--- config.mk ---
export PLATFORM = sky130hd
export DESIGN_NAME = ex_lane_interlock
export DESIGN_NICKNAME = d
export VERILOG_FILES = /design/src/rtl/ex_lane_interlock.sv
export SDC_FILE = /design/constraint.sdc
export NUM_CORES = 1
export LEC_CHECK = 0
export BUFFER_PORTS_ARGS = -buffer_cell sky130_fd_sc_hd__buf_2
export CAP_MARGIN = 20
export CORE_MARGIN = 8
export CORE_UTILIZATION = 51
export DETAILED_ROUTE_END_ITERATION = 16
export HOLD_SLACK_MARGIN = 0.12
export MAX_ROUTING_LAYER = met4
export PLACE_DENSITY = 0.89
export SYNTH_ARGS = -nofsm -noshare
export SYNTH_HDL_FRONTEND = slang
export SYNTH_SLANG_ARGS = --single-unit
--- constraint.sdc ---
create_clock -name clock -period 1.4 [get_ports clock]
set_input_delay 0.07 -clock clock [delete_from_list [all_inputs] [get_ports clock]]
set_output_delay 0.07 -clock clock [all_outputs]
set_load 0.005 [all_outputs]
--- src/rtl/ex_lane_interlock.sv ---
// ---------------------------------------------------------------------------
// ex_lane_interlock
//
// Dual-lane execute interlock. Tracks the register IDs that are still being
// produced in EX1 (live, from the lanes) and EX2 (two registered scoreboard
// slots). A decode source that needs one of those IDs stalls decode. EX3
// results are forwarded, so no EX3 slot is kept. A small RUN/HOLD/FAULT
// machine counts consecutive EX holds and latches a sticky fault once a
// hold runs too long. Only reset leaves FAULT.
//
// Ports
//   clock                 rising-edge clock
//   reset                 asynchronous, active-high reset
//   exHoldA/B   [1:0]     lane EX1 {regHeld, exHold}
//   heldIdA/B   [5:0]     lane EX1 held destination ID
//   idRs/Rt/RmA [5:0]     lane A decode source IDs
//   idRs/Rt/RmB [5:0]     lane B decode source IDs
//   memHold               memory-stage hold
//   opBraFlush            branch flush of the EX1 contents
//   exStall               freezes EX1 and later stages
//   idStall               freezes decode and bubbles EX1
//   faultValid            sticky fault flag
//   faultLane   [1:0]     faulting lane(s): 01 = A, 10 = B, 11 = both
//   holdCount   [7:0]     consecutive hold cycle count
// ---------------------------------------------------------------------------
module ex_lane_interlock #(
  parameter logic [5:0] ZZR_ID     = 6'h3F,
  parameter int         HOLD_LIMIT = 16
) (
  input  logic       clock,
  input  logic       reset,
  input  logic [1:0] exHoldA,
  input  logic [1:0] exHoldB,
  input  logic [5:0] heldIdA,
  input  logic [5:0] heldIdB,
  input  logic [5:0] idRsA,
  input  logic [5:0] idRtA,
  input  logic [5:0] idRmA,
  input  logic [5:0] idRsB,
  input  logic [5:0] idRtB,
  input  logic [5:0] idRmB,
  input  logic       memHold,
  input  logic       opBraFlush,
  output logic       exStall,
  output logic       idStall,
  output logic       faultValid,
  output logic [1:0] faultLane,
  output logic [7:0] holdCount
);

  localparam logic [7:0] LIMIT_C  = 8'(HOLD_LIMIT);
  localparam logic [7:0] LIMIT_M1 = 8'(HOLD_LIMIT - 1);

  typedef enum logic [1:0] {ST_RUN, ST_HOLD, ST_FAULT} state_e;

  state_e     state_q;
  logic [7:0] holdCount_q;
  logic       faultValid_q;
  logic [1:0] faultLane_q;

  logic       s2AVld_q, s2BVld_q;
  logic [5:0] s2AId_q, s2BId_q;
  logic       s2AVld_d, s2BVld_d;

  logic       heldVldA, heldVldB;
  logic       exHoldAny;
  logic       hazard;
  logic [5:0] srcId [6];

  // A held entry naming the null register never blocks anyone.
  assign heldVldA  = exHoldA[1] && (heldIdA != ZZR_ID);
  assign heldVldB  = exHoldB[1] && (heldIdB != ZZR_ID);
  assign exHoldAny = exHoldA[0] | exHoldB[0];

  always_comb begin
    srcId[0] = idRsA;
    srcId[1] = idRtA;
    srcId[2] = idRmA;
    srcId[3] = idRsB;
    srcId[4] = idRtB;
    srcId[5] = idRmB;
  end

  // Every source of both lanes against both EX1 entries and both EX2 slots.
  always_comb begin
    hazard = 1'b0;
    for (int i = 0; i < 6; i++) begin
      if (srcId[i] != ZZR_ID) begin
        if ((heldVldA && (srcId[i] == heldIdA)) ||
            (heldVldB && (srcId[i] == heldIdB)) ||
            (s2AVld_q && (srcId[i] == s2AId_q)) ||
            (s2BVld_q && (srcId[i] == s2BId_q)))
          hazard = 1'b1;
      end
    end
  end

  // Reset forces state_q to RUN asynchronously, so the FAULT term drops
  // immediately while the live hold inputs still pass through.
  assign exStall = exHoldAny | memHold | (state_q == ST_FAULT);
  assign idStall = exStall | hazard;

  // Flush wins over the EX1 entries; a stalled pipe keeps EX2 as is.
  always_comb begin
    s2AVld_d = s2AVld_q;
    s2BVld_d = s2BVld_q;
    if (!exStall) begin
      s2AVld_d = opBraFlush ? 1'b0 : heldVldA;
      s2BVld_d = opBraFlush ? 1'b0 : heldVldB;
    end
  end

  always_ff @(posedge clock or posedge reset) begin
    if (reset) begin
      s2AVld_q <= 1'b0;
      s2BVld_q <= 1'b0;
    end else begin
      s2AVld_q <= s2AVld_d;
      s2BVld_q <= s2BVld_d;
    end
  end

  // IDs are qualified by the valid bits, so they need no reset.
  always_ff @(posedge clock) begin
    if (!exStall) begin
      s2AId_q <= heldIdA;
      s2BId_q <= heldIdB;
    end
  end

  // Hold watchdog. memHold and opBraFlush deliberately play no part here.
  always_ff @(posedge clock or posedge reset) begin
    if (reset) begin
      state_q      <= ST_RUN;
      holdCount_q  <= 8'd0;
      faultValid_q <= 1'b0;
      faultLane_q  <= 2'b00;
    end else begin
      case (state_q)
        ST_RUN: begin
          if (exHoldAny) begin
            state_q     <= ST_HOLD;
            holdCount_q <= 8'd1;
          end else begin
            holdCount_q <= 8'd0;
          end
        end
        ST_HOLD: begin
          if (!exHoldAny) begin
            state_q     <= ST_RUN;
            holdCount_q <= 8'd0;
          end else if (holdCount_q == LIMIT_M1) begin
            state_q      <= ST_FAULT;
            holdCount_q  <= LIMIT_C;
            faultValid_q <= 1'b1;
            faultLane_q  <= {exHoldB[0], exHoldA[0]};
          end else begin
            holdCount_q <= holdCount_q + 8'd1;
          end
        end
        ST_FAULT: begin
          holdCount_q  <= LIMIT_C;
          faultValid_q <= 1'b1;
        end
        default: begin
          state_q     <= ST_RUN;
          holdCount_q <= 8'd0;
        end
      endcase
    end
  end

  assign faultValid = faultValid_q;
  assign faultLane  = faultLane_q;
  assign holdCount  = holdCount_q;

endmodule
Yosys cells after proc, flatten, opt, wreduce, memory -nomap -nowiden
Index checks and enable logic that the tools add are counted.
- register bits: 27
- input bits: 56
- word-level logic and storage cells: 127
- add/sub/neg operators: 1
- equality and inequality tests: 39
- mux-type cells: 25
- bitwise logic cells: 5
- reductions and logical operators: 49
- operators by type and width (operator ; number):
    6-bit equality test ; 24
    6-bit inequality test (second input constant) ; 8
    1-bit logical AND ; 26
    8-bit one-hot mux with 3 select lines ; 1
    1-bit logical OR ; 18
    1-bit two-way mux ; 17
    8-bit two-way mux ; 2
    3-bit AND reduction ; 3
    8-bit by 1-bit adder with 8-bit output (second input constant) ; 1
    8-bit by 4-bit equality test with 1-bit output (second input constant) ; 1
    2-bit two-way mux ; 3
    2-bit inequality test (second input constant) ; 3
    2-bit one-hot mux with 3 select lines ; 1
    1-bit OR ; 4
    3-bit inequality test (second input constant) ; 1
    2-bit by 1-bit equality test with 1-bit output (second input constant) ; 1
    2-bit equality test (second input constant) ; 1
    2-bit zero test ; 1
    1-bit one-hot mux with 2 select lines ; 1
    2-bit nonzero test ; 1
    1-bit NOT ; 1

Longest topological paths before layout
Gate-level depths: netlist (run 1).
- word-level depth: 19
- gate-level depth with buffers: 7
- mapped depth without buffers: 6

Worst setup path after synthesis (run 1)
OpenSTA, ideal clock, no wires.
- path type: register to output
- from: reg s2BId_q[1]
- to: out idStall
- arrival: 1.490 ns
- required time: 1.330 ns
- path slack: -0.160 ns
- cell stages (with the launch flop): 8
- buffers on the path: 1
- path through: edfxtp_1 buf_2 xnor2_1 nand4_1 nor4_1 o22ai_1 o211ai_1 or4_1
- word-level cells in the longest chain between the ends: 16
- RTL lines (item ; RTL line ; RTL):
    start, declared ; 62 ; logic [5:0] s2AId_q, s2BId_q;
    start signal, assigned ; 127 ; s2BId_q <= heldIdB;
    6-bit equality test ; 92 ; (s2BVld_q && (srcId[i] == s2BId_q)))
    1-bit logical AND ; 92 ;
    1-bit logical OR ; 91 ; (s2AVld_q && (srcId[i] == s2AId_q)) ||
    1-bit two-way mux ; 89 ; if ((heldVldA && (srcId[i] == heldIdA)) ||
    1-bit two-way mux ; 88 ; if (srcId[i] != ZZR_ID) begin
    1-bit two-way mux ; 89 ;
    1-bit two-way mux ; 88 ;
    1-bit two-way mux ; 89 ;
    1-bit two-way mux ; 88 ;
    1-bit two-way mux ; 89 ;
    1-bit two-way mux ; 88 ;
    1-bit two-way mux ; 89 ;
    1-bit two-way mux ; 88 ;
    1-bit two-way mux ; 89 ;
    1-bit two-way mux (*) ; 88 ;
    1-bit OR (*) ; 101 ; assign idStall = exStall | hazard;
    end, declared ; 45 ; output logic idStall,
Every way passes the cells marked *; elsewhere a longest branch is shown, timed or not.

Worst setup path after layout (run 1)
- from: reg s2AId_q[2]
- to: out idStall
- word-level cells in the longest chain between the ends: 17
- RTL lines (item ; RTL line ; RTL):
    start, declared ; 62 ;
    start signal, assigned ; 126 ; s2AId_q <= heldIdA;
    6-bit equality test ; 91 ;
    1-bit logical AND ; 91 ;
    1-bit logical OR ; 90 ; (heldVldB && (srcId[i] == heldIdB)) ||
    1-bit logical OR ; 91 ;
    1-bit two-way mux ; 89 ;
    1-bit two-way mux ; 88 ;
    1-bit two-way mux ; 89 ;
    1-bit two-way mux ; 88 ;
    1-bit two-way mux ; 89 ;
    1-bit two-way mux ; 88 ;
    1-bit two-way mux ; 89 ;
    1-bit two-way mux ; 88 ;
    1-bit two-way mux ; 89 ;
    1-bit two-way mux ; 88 ;
    1-bit two-way mux ; 89 ;
    1-bit two-way mux (*) ; 88 ;
    1-bit OR (*) ; 101 ;
Marked as above.

==> results.toml, run 1 <==
[timing]
period_share = 1.58
min_period_ps = 2220
rsz0062_at_grt = "yes"
max_slew_margin = 0.613
hold_viol = 0
setup_viol = 9
setup_slack_ps = -818
final_max_slew_viol_count = 0
fin_skew_ps = 1.22
setup-tns-final_ps = -907
whs_ps = 152
max_freq_ghz = 0.451
tightestPinTransition_ps = 580

[run_status]
outcome = "complete, but fails checks"
violations = "setup timing"

[synthesis]
syn_area_per_cell_um2 = 8.93
synth_cells = 361
netlist_area_um2 = 3220
synth_ff_type = "dfrtp_1"
synth-seq-area-share = 0.228
synthTopCellsByCount = "xnor2_1, xor2_1, buf_2"
synth.ff_latch_count = 27
async_flop_share = 0.556
synth_top_area_cell = "xnor2_1"
synth_edf_count = 12
synth_top_cell_area_share = 0.242
ys_types = 39
synth_nets = 418
synth_warnings = 0
yosysMostFrequentCell = "xnor2_1"
synth_area_leaders = "xnor2_1, xor2_1, dfrtp_1, edfxtp_1, nand4_1"

[place]
placed_area_um2 = 4040
gp_congestion = 1.01
port_buffers = 68
place_hpwl_um = 8620

[global_routing]
grt_overflow = 0
grt_pass1_wl_um = 16800
antenna_found_initial = 0
grt_usage = 0.248
grt_start_max_net_pins = 16
grt_pass1_vias = 3230

[clock_tree]
h-tree-depth = 1
cts_sinks = 27
clockRootBuffer = "clkbuf_8"
clk_pin_slew_worst_paths_ps = 90
clock_latency_ps = 270
numCtsBuffers = 3
cts_buffer_depth = 2
cts_tree = "built"

[power_and_ir_drop]
intPower_mw = 1.63
power_density_nw_per_um2 = 580
power.ir.vdd_worst_uv = 668
power.leakage_nw = 1.79
pwr-share-seq = 0.385
switching_power_mw = 0.827
sw_frac_of_total = 0.337
clockPowerShare = 0.181
combPwrFrac = 0.435
power_mw = 2.45

[cells_and_area]
drive_gt1_frac = 0.405
diodes = 0
fillers = 495
area_delta_synth_final_pct = 31.1
final_util = 0.677
postLayoutCellArea_um2 = 4230
num-nets-final = 532

[die]
rows = 29
initial_utilization = 0.516
fp.dieH_um = 95.5
die_w_um = 95.5
coreArea_um2 = 6240
ios = 69
die_area_um2 = 9120

[routing]
drtIter0Drc = 152
ant_nets = 0
drc = 0
vias = 3094
wirelength_um = 11100
wire_per_inst_um = 20.2
viasPerCell = 5.62
dr.pass1.iters = 5

[worst_setup_path]
worst_setup_path_start_kind = "flop"
critPathRequiredTime_ps = 1330
path_class = "flop to primary output"
end_kind = "primary output"
path_max_fanout = 4
arrival_ps = 2150

[run]
drv_cap = 0

[hold_path]
hold_path.class = "input port to flop"
==> through the flow <==
step	worst slack (ps)	std cells
2_1_floorplan	-131	361
3_3_place_gp	-560	531
3_5_place_dp	-547	531
4_1_cts	-791	547
5_1_grt	-884	551
6_report	-818	551
==> metal layers <==
metal  vias up  track usage  share of wire
met5         -            -              0
met4         0        0.109          0.047
met3        44       0.0378          0.068
met2       148        0.427           0.49
met1      1470        0.278           0.39
li1       1432            -              -
==> area by class of cell <==
class | count | area (um2) | share of cell area
tap | 77 | 96.3 | 0.0228
timing repair buffer | 169 | 1200 | 0.284
inverter | 3 | 11.3 | 0.00266
clock buffer | 4 | 45.0 | 0.0107
sequential | 27 | 736 | 0.174
multi-input combinational | 271 | 2140 | 0.506
==> layout by cell type, fill, tap and decap left out, types with 2 or more instances in the layout <==
cell type	Yosys	routed
dfrtp_1	15	15
o31ai_1	2	2
nor2b_1	2	2
or2_2	2	2
or4_1	2	2
nand4_2	3	3
o22ai_1	5	5
buf_4	18	89
buf_12	0	7
nor2_2	4	6
a31oi_1	2	2
nor4_1	24	23
a21oi_1	2	2
edfxtp_1	12	12
xor2_1	61	61
dlygate4sd3_1	0	4
mux2_4	0	2
xnor2_1	89	89
buf_2	31	68
nand3_1	5	4
nor2_1	11	8
clkbuf_8	0	3
and4_1	2	2
nand2_1	13	12
inv_1	3	2
nand4_1	27	27
==> registers in the layout, summed over array words and instances, names as in the netlist <==
signal / flops
faultLane: 2
faultValid: 1
holdCount: 8
s2AId_q: 6
s2AVld_q: 1
s2BId_q: 6
s2BVld_q: 1
state_q: 2
==> power groups by stage <==
stage               Combinational (mW)  Sequential [mW]  Clock [mW]
floorplan                        0.681            0.932           0
global placement                 0.979            0.968           0
detailed placement               0.998            0.971           0
CTS                               1.04            0.941       0.440
global route                      1.14            0.949       0.490
finish                            1.07            0.943       0.443
==> path summary, 6_finish.rpt <==
| check | start | end | slack [ps] | cells after the start |
|---|---|---|---|---|
| hold / removal | heldIdA[5] | s2AId_q[5] | 150 | 1 |
| setup / recovery | s2AId_q[2] | idStall | -820 | 8 |
| hold reg to reg | faultValid | faultValid | 480 | 1 |
| setup reg to reg | holdCount[4] | faultLane[0] | -40 | 4 |
| max in group asynchronous | reset | state_q[0] | 610 | 3 |
| min in group asynchronous | reset | faultLane[1] | 410 | 3 |
==> cell families after synthesis <==
| logic type | count (synthesis) | share of synthesized area |
|---|---|---|
| xor gates and xnor gates | 150 | 0.408 |
| and+or+nand+nor | 101 | 0.190 |
| buffers and inverters | 63 | 0.125 |
| DFF | 27 | 0.228 |
| AOI/OAI and AO/OA | 17 | 0.0380 |
| muxes | 2 | 0.00699 |
| adders and majority gates | 1 | 0.00388 |
==> worst max-delay path, cell delays in order, from the launching register on <==
cell	delay (ps)
edfxtp_1	430
buf_4	190
xnor2_1	130
nand3_1	70
o22ai_1	70
nor3_1	180
a31oi_1	80
or4_1	560
buf_2	150
==> timing repair <==
action,CTS,global route
endpoints found under the hold margin,19,0
pin swaps,4,3
gates resized for setup,0,5
setup buffers,8,4
endpoints found under the setup margin,3,21
hold buffers,4,0
(Power assumes the default switching activity.)
==> run 2, diff against run 1 <==
Settings changed: CELL_PAD_IN_SITES_DETAIL_PLACEMENT set to 1, CELL_PAD_IN_SITES_GLOBAL_PLACEMENT set to 1, CORE_UTILIZATION 51 to 38, HOLD_SLACK_MARGIN 0.12 to unset.
==> run 2 against run 1 <==
The flow still finishes with violations (setup timing). Worst hold slack got worse by 120 ps. Critical path depth did not move. Via count rose by 4.3%. First-iteration DRC count fell by 24%. Clock power rose by 12%. Utilization fell by 12 points. Clock skew rose by 7.0 ps. Design area rose by 8.6%. Wire length rose by 24%. Sequential power barely moved. Combinational power rose by 11%.
==> results.toml, run 2 (synthesis results as in run 1) <==
[worst_setup_path]
ff2ff_setup_slack_ps = -170
path_class = "flop to primary output"
reg2reg_to = "faultLane[0]"
cp-startpoint = "s2AId_q[4]"
critPathRequiredTime_ps = 1330
path_max_fanout = 3
arrival_ps = 2210
timing.rr.start = "holdCount[6]"
reg2reg_depth = 4
worst_setup_path_start_kind = "flop"
crit_end = "idStall"
end_kind = "primary output"

[global_routing]
grt_overflow = 0
grt_start_max_net_pins = 18
grt_pass1_vias = 3647
grt_usage = 0.233
antenna_found_initial = 0
grt_pass1_wl_um = 20400

[hold_path]
hold_path.class = "input port to flop"

[routing]
drc = 0
vias = 3228
dr.pass1.iters = 4
drtIter0Drc = 116
wirelength_um = 13800
viasPerCell = 5.42
wire_per_inst_um = 23.2
ant_nets = 0

[power_and_ir_drop]
power.leakage_nw = 1.93
power_mw = 2.63
power_density_nw_per_um2 = 573
power.ir.vdd_worst_uv = 775

[timing]
hold_viol = 0
rsz0062_at_grt = "yes"
setup_slack_ps = -879
setup_viol = 21
tightestPinTransition_ps = 654
min_period_ps = 2280
max_slew_margin = 0.560
final_max_slew_viol_count = 0
period_share = 1.63
fin_skew_ps = 8.25
setup-tns-final_ps = -1980
max_freq_ghz = 0.439

[cells_and_area]
seq_area_um2 = 736
multi_input_area_um2 = 2240
area_delta_synth_final_pct = 42.4
fillers = 952
drive_gt1_frac = 0.460
layout_common_cells = "buf_4, xnor2_1, buf_2, xor2_1, nand4_1"
diodes = 0
final_common_cell = "buf_4"
largest_register_ff_count = 8
num-nets-final = 549

[clock_tree]
clockRootBuffer = "clkbuf_8"
h-tree-depth = 1
numCtsBuffers = 3
cts_sinks = 27
clock_latency_ps = 290
cts_buffer_depth = 2
cts_tree = "built"
clk_pin_slew_worst_paths_ps = 110

[place]
port_buffers = 68
place_hpwl_um = 9980
gp_congestion = 0.934
post-place-ws_ps = -602

[die]
die_area_um2 = 11700
coreArea_um2 = 8220
die_w_um = 108
initial_utilization = 0.392
ios = 69
fp.dieH_um = 108
rows = 33

[run_status]
outcome = "complete, but fails checks"
violations = "setup timing"

[run]
drv_cap = 0
==> run 2: changes by cell type in the layout (fill, tap and decap cells not counted), sizes merged <==
cell / before / now
inv: 3 / 4
dlygate4sd3: 4 / 2
clkbuf: 4 / 3
buf: 165 / 184
==> run 2: per-layer routing <==
metal  routed length (um)  GRT usage
met3                  695     0.0274
met2                 7330      0.424
met4                  541     0.0902
met1                 5250      0.252
met5                    0          -
==> run 2: critical path, cell delays in order (launching register included) <==
cell and delay, ps:
edfxtp_1 510, buf_6 180, buf_6 110, xor2_2 130, nor4_2 50, o22ai_1 180
o211ai_1 120, or4_4 510, buf_6 130
==> run 2: what timing repair did <==
item / in CTS / in global routing
setup buffers: 15 / 11
setup endpoints to repair: 16 / 24
endpoints found under the hold margin: 16 / 0
cloned: 1 / 0
gates resized for setup: 18 / 25
pin swaps: 9 / 18
hold buffers: 2 / 0
==> run 2: worst min path at each step <==
stage                from           end  depth (start not counted)
5_1_grt        exHoldB[0]  faultLane[1]                          2
3_5_place_dp        reset  faultLane[0]                          2
3_3_place_gp        reset    faultValid                          2
4_1_cts        exHoldB[0]  faultLane[1]                          2
2_1_floorplan       reset  faultLane[0]                          1
6_report       exHoldB[0]  faultLane[1]                          2
==> run 2: cell type report <==
cell class	count	area share
clock inverters	1	0.00191
inverters	3	0.00409
clock buffers	3	0.00900
repair buffers	186	0.307
multi-input cells	271	0.489
flip-flops and latches	27	0.160
well taps	105	0.0286
==> run 2: power by group <==
group | switching, mW | internal (mW)
clock network | 0.288 | 0.210
registers | 0.0649 | 0.878
logic | 0.599 | 0.592
==> run 2: stage by stage <==
| stage | area, um2 | utilization | hold slack, ps | std cells |
|---|---|---|---|---|
| global placement | 4150 | 0.504 | 135 | 567 |
| floorplan | 3310 | - | -28.5 | 361 |
| global route | 4590 | 0.558 | 33.5 | 596 |
| finish | 4590 | 0.558 | 33.9 | 596 |
| detailed placement | 4150 | 0.504 | 162 | 567 |
| CTS | 4410 | 0.537 | 32.3 | 588 |
==> run 3, diff against run 2 <==
--- a/config.mk
+++ b/config.mk
@@ -13,2 +13,3 @@
 export CORE_UTILIZATION = 38
+export CTS_CLUSTER_SIZE = 28
 export DETAILED_ROUTE_END_ITERATION = 16
@@ -16,2 +17,3 @@
 export PLACE_DENSITY = 0.89
+export SKIP_LAST_GASP = 1
 export SYNTH_ARGS = -nofsm -noshare
==> constraint.sdc (replaced) <==
create_clock -name clock -period 1.4 [get_ports clock]
set_input_delay 0.35 -clock clock [delete_from_list [all_inputs] [get_ports clock]]
set_output_delay 0.35 -clock clock [all_outputs]
set_load 0.005 [all_outputs]
==> run 3 against run 2 <==
The flow still finishes with violations (setup timing). Flip-flop and latch count stayed put. Clock skew is 3.9 ps higher. Register-to-register slack better by 30 ps. First-iteration DRC count is 14% higher. Critical path depth stayed put. Worst setup slack worse by 340 ps. Via count is 0.46% higher. Maximum frequency is 13% lower. Sequential share of layout area is 0.71 points higher. Sequential power is 0.5% lower. Clock power is 10% lower. Largest cell class unchanged.
==> results.toml, run 3 (synthesis results as in run 1) <==
[global_routing]
met1_usage = 0.247
grt_usage = 0.239
busiest_layer = "met2"
use_met2 = 0.412
met3_usage = 0.0446
grt_overflow = 0
grt_pass1_vias = 3826
grt_start_max_net_pins = 16
grt_pass1_wl_um = 20700
antenna_found_initial = 0

[cells_and_area]
area_delta_synth_final_pct = 36.3
diodes = 0
num-nets-final = 535
drive_gt1_frac = 0.442
layout_common_cells = "buf_4, xnor2_1, buf_2, xor2_1, nand4_1"
postLayoutCellArea_um2 = 4390
final_common_cell = "buf_4"
largest_register_ff_count = 8
final_util = 0.535

[die]
coreArea_um2 = 8220
fp.dieH_um = 108
ios = 69
rows = 33
initial_utilization = 0.392
die_w_um = 108
die_area_um2 = 11700

[clock_tree]
h-tree-depth = 1
cts_buffer_depth = 2
clockRootBuffer = "clkbuf_8"
clock_latency_ps = 270
clk_pin_slew_worst_paths_ps = 100
cts_sinks = 27
cts_tree = "built"
numCtsBuffers = 3

[worst_setup_path]
arrival_ps = 2270
crit_path_frequent_cell = "buf_6"
critPathRequiredTime_ps = 1050
reg2reg_depth = 6
worst_setup_path_start_kind = "flop"
path_max_fanout = 4
cpMaxStageDelayCell = "or4_4"
max_stage_delay_ps = 540
path_class = "flop to primary output"
cp_cell_sequence = "buf_6 -> xnor2_1 -> nand4_1 -> nor4_1 -> o22ai_2 -> o2111ai_2 -> or4_4 -> buf_6"
end_kind = "primary output"

[power_and_ir_drop]
power_density_nw_per_um2 = 589
power.ir.vdd_worst_uv = 437
clockPowerShare = 0.173
switching_power_mw = 0.925
pwr-share-seq = 0.363
sw_frac_of_total = 0.358
combPwrFrac = 0.465
power.leakage_nw = 1.84
intPower_mw = 1.66

[routing]
vias = 3243
drtIter0Drc = 132
drc = 0
ant_nets = 0
viasPerCell = 5.57
wirelength_um = 13900
dr.pass1.iters = 4
wire_per_inst_um = 23.8

[timing]
tightestPinTransition_ps = 670
final_max_slew_viol_count = 0
fin_skew_ps = 12.2
period_share = 1.87
hold_viol = 0
rsz0062_at_grt = "yes"
setup_slack_ps = -1220
min_period_ps = 2620
max_freq_ghz = 0.382
setup_viol = 16
setup-tns-final_ps = -2470
max_slew_margin = 0.549

[place]
port_buffers = 68
gp_congestion = 1.01
placed_area_um2 = 4120
place_hpwl_um = 10800

[run_status]
violations = "setup timing"
outcome = "complete, but fails checks"

[run]
drv_cap = 0

[hold_path]
hold_path.class = "input port to asynchronous set/reset pin"
==> run 3: worst max-delay path: cells and delay by family, from the launching register on <==
| kind | cells | cell delay, ps |
|---|---|---|
| xor+xnor | 1 | 110 |
| simple gates | 3 | 690 |
| buf+inv | 2 | 310 |
| compound gates | 2 | 360 |
| flops | 1 | 530 |
==> run 3: worst paths after layout <==
| check | slack (ps) | endpoint | startpoint |
|---|---|---|---|
| max | -1220 | idStall | s2BId_q[4] |
| min | 120 | faultLane[1] | reset |
| max reg2reg | -140 | s2BId_q[4] | state_q[1] |
| min reg2reg | 470 | faultValid | faultValid |
| max in group asynchronous | 890 | holdCount[0] | reset |
| min in group clock | 260 | s2AVld_q | opBraFlush |
==> run 3: repair_timing <==
item                                    in CTS  in global routing
hold buffers                                 0                  0
cloned                                       1                  0
pin swaps                                   14                 10
gates resized for setup                     15                  8
endpoints found under the setup margin      16                 19
buffers inserted                             6                  4
==> run 3: layer usage <==
| layer | wire (um) | vias to the layer above | part of all wire |
|---|---|---|---|
| li1 | - | 1425 | - |
| met4 | 926 | 0 | 0.067 |
| met2 | 6980 | 164 | 0.50 |
| met3 | 1010 | 65 | 0.072 |
| met5 | 0 | - | 0 |
| met1 | 4950 | 1589 | 0.36 |
==> run 3: metrics by stage <==
stage | total power [mW] | hold WS (ps) | worst slack, ps | std cells
2_1_floorplan | 1.62 | 251 | -533 | 361
3_3_place_gp | 1.96 | 422 | -928 | 567
3_5_place_dp | 2.05 | 446 | -1020 | 567
4_1_cts | 2.53 | 146 | -1170 | 578
5_1_grt | 2.69 | 168 | -1350 | 582
6_report | 2.59 | 119 | -1220 | 582
==> run 3: layout make-up <==
class | count | area (um2)
clock buffer | 4 | 45.0
fill | 969 | 3820
inverter | 3 | 11.3
multi-input combinational | 271 | 2220
sequential | 27 | 736
tap | 105 | 131
timing repair buffer | 172 | 1250
==> run 3: power by group through the flow <==
stage	combinational [mW]	sequential (mW)	clock (mW)
floorplan	0.687	0.930	0
global placement	1.01	0.948	0
detailed placement	1.10	0.957	0
CTS	1.14	0.936	0.450
global route	1.27	0.941	0.480
finish	1.20	0.938	0.446
